<file path="config.mk">
export PLATFORM = sky130hd
export DESIGN_NAME = reg_file_2r1w
export DESIGN_NICKNAME = d
export VERILOG_FILES = /design/src/rtl/reg_file_2r1w.sv
export SDC_FILE = /design/constraint.sdc
export NUM_CORES = 1
export LEC_CHECK = 0
export ABC_AREA = 1
export CORE_ASPECT_RATIO = 1.5
export CORE_MARGIN = 1.5
export CORE_UTILIZATION = 62
export DETAILED_ROUTE_END_ITERATION = 8
export GPL_TIMING_DRIVEN = 1
export HOLD_SLACK_MARGIN = 0.12
export PLACE_DENSITY = 0.85
export SYNTH_ARGS = -nofsm -noshare
export SYNTH_HDL_FRONTEND = slang
export SYNTH_SLANG_ARGS = --single-unit
</file>
<file path="constraint.sdc">
create_clock -name clk -period 2.7 [get_ports clk]
set_clock_uncertainty 0.05 [all_clocks]
set_input_delay 0.54 -clock clk [delete_from_list [all_inputs] [get_ports clk]]
set_output_delay 0.54 -clock clk [all_outputs]
set_load 0.005 [all_outputs]
</file>
<file path="src/rtl/reg_file_2r1w.sv">
// Register file with one write port and two registered read ports. Register 0 always reads as zero.
// Define REGFILE_BYPASS_EN for write-first same-edge reads. Without it, a same-edge read returns the old value.
module reg_file_2r1w #(
  parameter int               WIDTH = 16,
  parameter int               DEPTH = 8,
  parameter int               AW    = 3,
  parameter logic [WIDTH-1:0] RVAL  = '0
) (
  input  logic             clk,
  input  logic             reset,
  input  logic             we,
  input  logic [AW-1:0]    waddr,
  input  logic [WIDTH-1:0] wdata,
  input  logic             re_a,
  input  logic [AW-1:0]    raddr_a,
  output logic [WIDTH-1:0] rdata_a,
  output logic             rvalid_a,
  input  logic             re_b,
  input  logic [AW-1:0]    raddr_b,
  output logic [WIDTH-1:0] rdata_b,
  output logic             rvalid_b
);

  // All registers, flattened; slice 0 is the hardwired zero register.
  logic [DEPTH*WIDTH-1:0]  store;
  logic [1:0]              re;
  logic [1:0][AW-1:0]      raddr;
  logic [1:0][WIDTH-1:0]   rdata_all;
  logic [1:0]              rvalid_all;

  assign store[WIDTH-1:0] = '0;

  for (genvar gi = 1; gi < DEPTH; gi++) begin : g_reg
    logic [WIDTH-1:0] q_reg;

    always_ff @(posedge clk or negedge reset) begin
      if (!reset) begin
        q_reg <= RVAL;
      end else if (we && waddr == AW'(gi)) begin
        q_reg <= wdata;
      end
    end

    assign store[gi*WIDTH +: WIDTH] = q_reg;
  end

  assign re    = {re_b, re_a};
  assign raddr = {raddr_b, raddr_a};

  for (genvar gi = 0; gi < 2; gi++) begin : g_port
    logic [WIDTH-1:0] rdata_next;
    logic [WIDTH-1:0] rdata_reg;
    logic             rvalid_reg;

    // Addresses 0 and >= DEPTH never match, so they fall through to zero.
    always_comb begin
      rdata_next = '0;
      for (int i = 1; i < DEPTH; i++) begin
        if (raddr[gi] == AW'(i)) begin
          rdata_next = store[i*WIDTH +: WIDTH];
`ifdef REGFILE_BYPASS_EN
          if (we && waddr == AW'(i)) begin
            rdata_next = wdata;
          end
`endif
        end
      end
    end

    always_ff @(posedge clk or negedge reset) begin
      if (!reset) begin
        rdata_reg  <= '0;
        rvalid_reg <= 1'b0;
      end else begin
        rvalid_reg <= re[gi];
        if (re[gi]) begin
          rdata_reg <= rdata_next;
        end
      end
    end

    assign rdata_all[gi]  = rdata_reg;
    assign rvalid_all[gi] = rvalid_reg;
  end

  assign rdata_a  = rdata_all[0];
  assign rvalid_a = rvalid_all[0];
  assign rdata_b  = rdata_all[1];
  assign rvalid_b = rvalid_all[1];

endmodule

</file>
==> run_results.csv <==
group,metric,value,unit
clock_tree,htree_levels,4,
setup_path,timing.critical_path.mode_cell,"nand2_1",
power_and_ir_drop,finalPower,6.15,mW
placement,dpl.hpwl,14800,um
power_and_ir_drop,vdd_drop_max,508,uV
synth,post-synth-top-count-cell,"nand2_1",
sta,rsz0062_at_grt,"false",
synth,yosys.area.top_type_share,50.8,%
global_routing,grt_remaining_overflow,0,
setup_path,worstSetupEndpointType,"flop",
routing,first_pass_iters,6,
sta,fin_crit,2.15,ns
clock_tree,clk_latency,0.42,ns
cells_and_area,ff_latch_area,3650,um^2
sta,worst_slew_pin_slew,0.531,ns
setup_path,cp_data_required_time,3.00,ns
synth,synth.distinct_cells,24,
floorplanning,fp.coreArea,11400,um^2
cells_and_area,drive_above_1_share,8.37,%
cells_and_area,largest_reg_flops,112,
cells_and_area,diodes,0,
routing,wl_per_cell,18.1,um
clock_tree,ctsResizeCount,0,
synth,synth-simple-area-share,23.6,%
sta,slew_violations,0,
global_routing,grt_pass1_vias,6527,
routing,ant_nets,0,
floorplanning,initial_core_util,63.0,%
synth,yosysTopAreaCell,"dfrtp_1",
routing,drc,0,
global_routing,grt_use_total,36.1,%
cells_and_area,area_growth,19.8,%
sta,relSlewSlack,64.4,%
setup_path,arrival,2.46,ns
synth,ys.flop_type,"dfrtp_1",
clock_tree,clk_pin_slew_worst_paths,0.06,ns
synth,synthAdderAreaFrac,0,%
synth,netlist_top_cells_count,"nand2_1 (305), o21ai_0 (156), dfrtp_1 (146)",
hold_path,hold_class,"reg -> reg",
sta,min_period_over_period,79.7,%
floorplanning,dieWidth,90.9,um
power_and_ir_drop,powerDensity,715,nW/um^2
sta,timing_hold_violations_final,0,
clock_tree,cts_root_buf,"clkbuf_16",
cells_and_area,nFillCells,826,
setup_path,critPathBufInv,3,
cells_and_area,final_area,8610,um^2
synth,synth_area,7190,um^2
synth,syn-mean-instance-area,7.57,um^2
synth,yosysSeqAreaShare,50.8,%
power_and_ir_drop,p_leak,4.16,nW
flow_run,maxCapViolCount,0,
setup_path,max_stage_delay,0.58,ns
setup_path,setup.worst_path.class,"in -> reg",
routing,finalWirelength,21300,um
synth,synth_xor_area_share,0,%
synth,postSynthCellCount,950,
routing,vias,7031,
global_routing,grt_antenna_before_repair,0,
global_routing,grt_pass1_wl,33900,um
floorplanning,fp.dieH,135,um
placement,dpl_cell_area,8070,um^2
floorplanning,num_io_pins,64,
synth,synth_edf_count,0,
floorplanning,dieArea,12300,um^2
clock_tree,numCtsBuffers,17,
setup_path,worstPathCellList,"clkdlybuf4s50_1, inv_2, nand3_1, o22ai_1, inv_1, nand2_1, nand2_1, nand2_1",
synth,synth_seq_cells,146,
synth,synth_nets,980,
cells_and_area,fin_util,75.5,%
placement,gp_congestion,0.999,
routing,drtIter0Drc,1060,
clock_tree,cts_tree,"built",
cells_and_area,nets,1044,
synth,yosysWarnings,0,
global_routing,grt_max_degree,94,
synth,post_synth_mux_area_share,0,%
setup_path,path_delay_family,"buffers and inverters",
floorplanning,rows,48,
sta,clock.fmax,465,MHz
status,status,"finished clean",
routing,detail_route.vias_per_cell,5.97,
sta,setup_tns,0,ns
clock_tree,clockBufferDepth,2,
synth,synth_top_family_by_area,"simple AND/OR/NAND/NOR gates",
synth,synthArstFlopShare,100,%
synth,synth_area_leaders,"dfrtp_1 (51%), nand2_1 (16%), o21ai_0 (11%)",
cells_and_area,multi_input_area,2980,um^2
setup_path,crit_path_top_delay_cell,"clkdlybuf4s50_1",
synth,synth_compound_area_share,17.7,%
sta,setup_viol,0,
placement,port_buffers,63,
setup_path,cp-start-kind,"input pin",
clock_tree,clock-sinks,146,
setup_path,worst-path-max-fanout,14,
layout make-up:
| class | instances | share of cell area (%) |
|---|---|---|
| Sequential cell | 146 | 42.4 |
| Multi-Input combinational cell | 667 | 34.6 |
| Timing Repair Buffer | 97 | 10.9 |
| Clock buffer | 20 | 5.19 |
| Inverter | 85 | 3.71 |
| Tap cell | 150 | 2.18 |
| Clock inverter | 12 | 1.02 |
layer usage:
metal  track usage [%]  wire (um)  share of wire, %
met1              46.8       8030                38
met2              58.5      10200                48
met3              8.61       2310                11
met4              14.8        791               3.7
met5                 0          0                 0
worst paths after layout:
path	start	endpoint	slack [ns]	cells after the start
min in group asynchronous	reset	rdata_b[6]	0.48	2
hold / removal	rdata_b[8]	rdata_b[8]	0.43	2
setup / recovery	raddr_a[2]	rdata_a[3]	0.55	8
hold reg to reg	rdata_b[8]	rdata_b[8]	0.43	2
max in group asynchronous	reset	g_reg[3].q_reg[15]	1.37	3
setup reg to reg	g_reg[3].q_reg[1]	rdata_b[1]	1.43	6
cell families (layout without fill, tap and decap cells):
| logic type | count (synthesis) | after routing |
|---|---|---|
| AO/OA/AOI/OAI | 249 | 249 |
| buffers and inverters | 137 | 214 |
| AND/OR/NAND/NOR | 418 | 418 |
| flip-flops | 146 | 146 |
cell usage in the layout, fill, tap and decap left out, drive strengths merged, types with 20 or more instances in the layout:
cell type / Yosys / final
a21oi: 35 / 35
o21ai: 194 / 194
nor2: 63 / 63
dfrtp: 146 / 146
buf: 21 / 34
nand2: 309 / 309
o22ai: 20 / 20
clkbuf: 31 / 20
clkdlybuf4s50: 0 / 62
inv: 85 / 85
metrics by stage:
step | cells | hold WS, ns | setup WS, ns
CTS | 1177 | 0.431 | 0.635
finish | 1177 | 0.430 | 0.549
detailed placement | 1144 | 0.359 | 0.232
floorplan | 950 | 0.194 | 1.16
global route | 1177 | 0.455 | 0.517
global placement | 1144 | 0.357 | 0.245
timing repair:
action / 4_1_cts / 5_1_grt
setup buffers: 0 / 0
hold buffers: 1 / 0
endpoints found under the hold margin: 21 / 0
report_power, final:
group          switching [mW]  internal, mW  leakage, nW
Sequential              0.282          2.59         1.84
Clock                   0.923          1.20        0.260
Combinational           0.672         0.489         2.07
Total                    1.88          4.28         4.16
worst register-to-register path, delay by kind of cell (launching register included):
family	cells	cell delay (ns)
and+or+nand+nor	6	0.72
DFF	1	0.41
(Power assumes the default switching activity.)
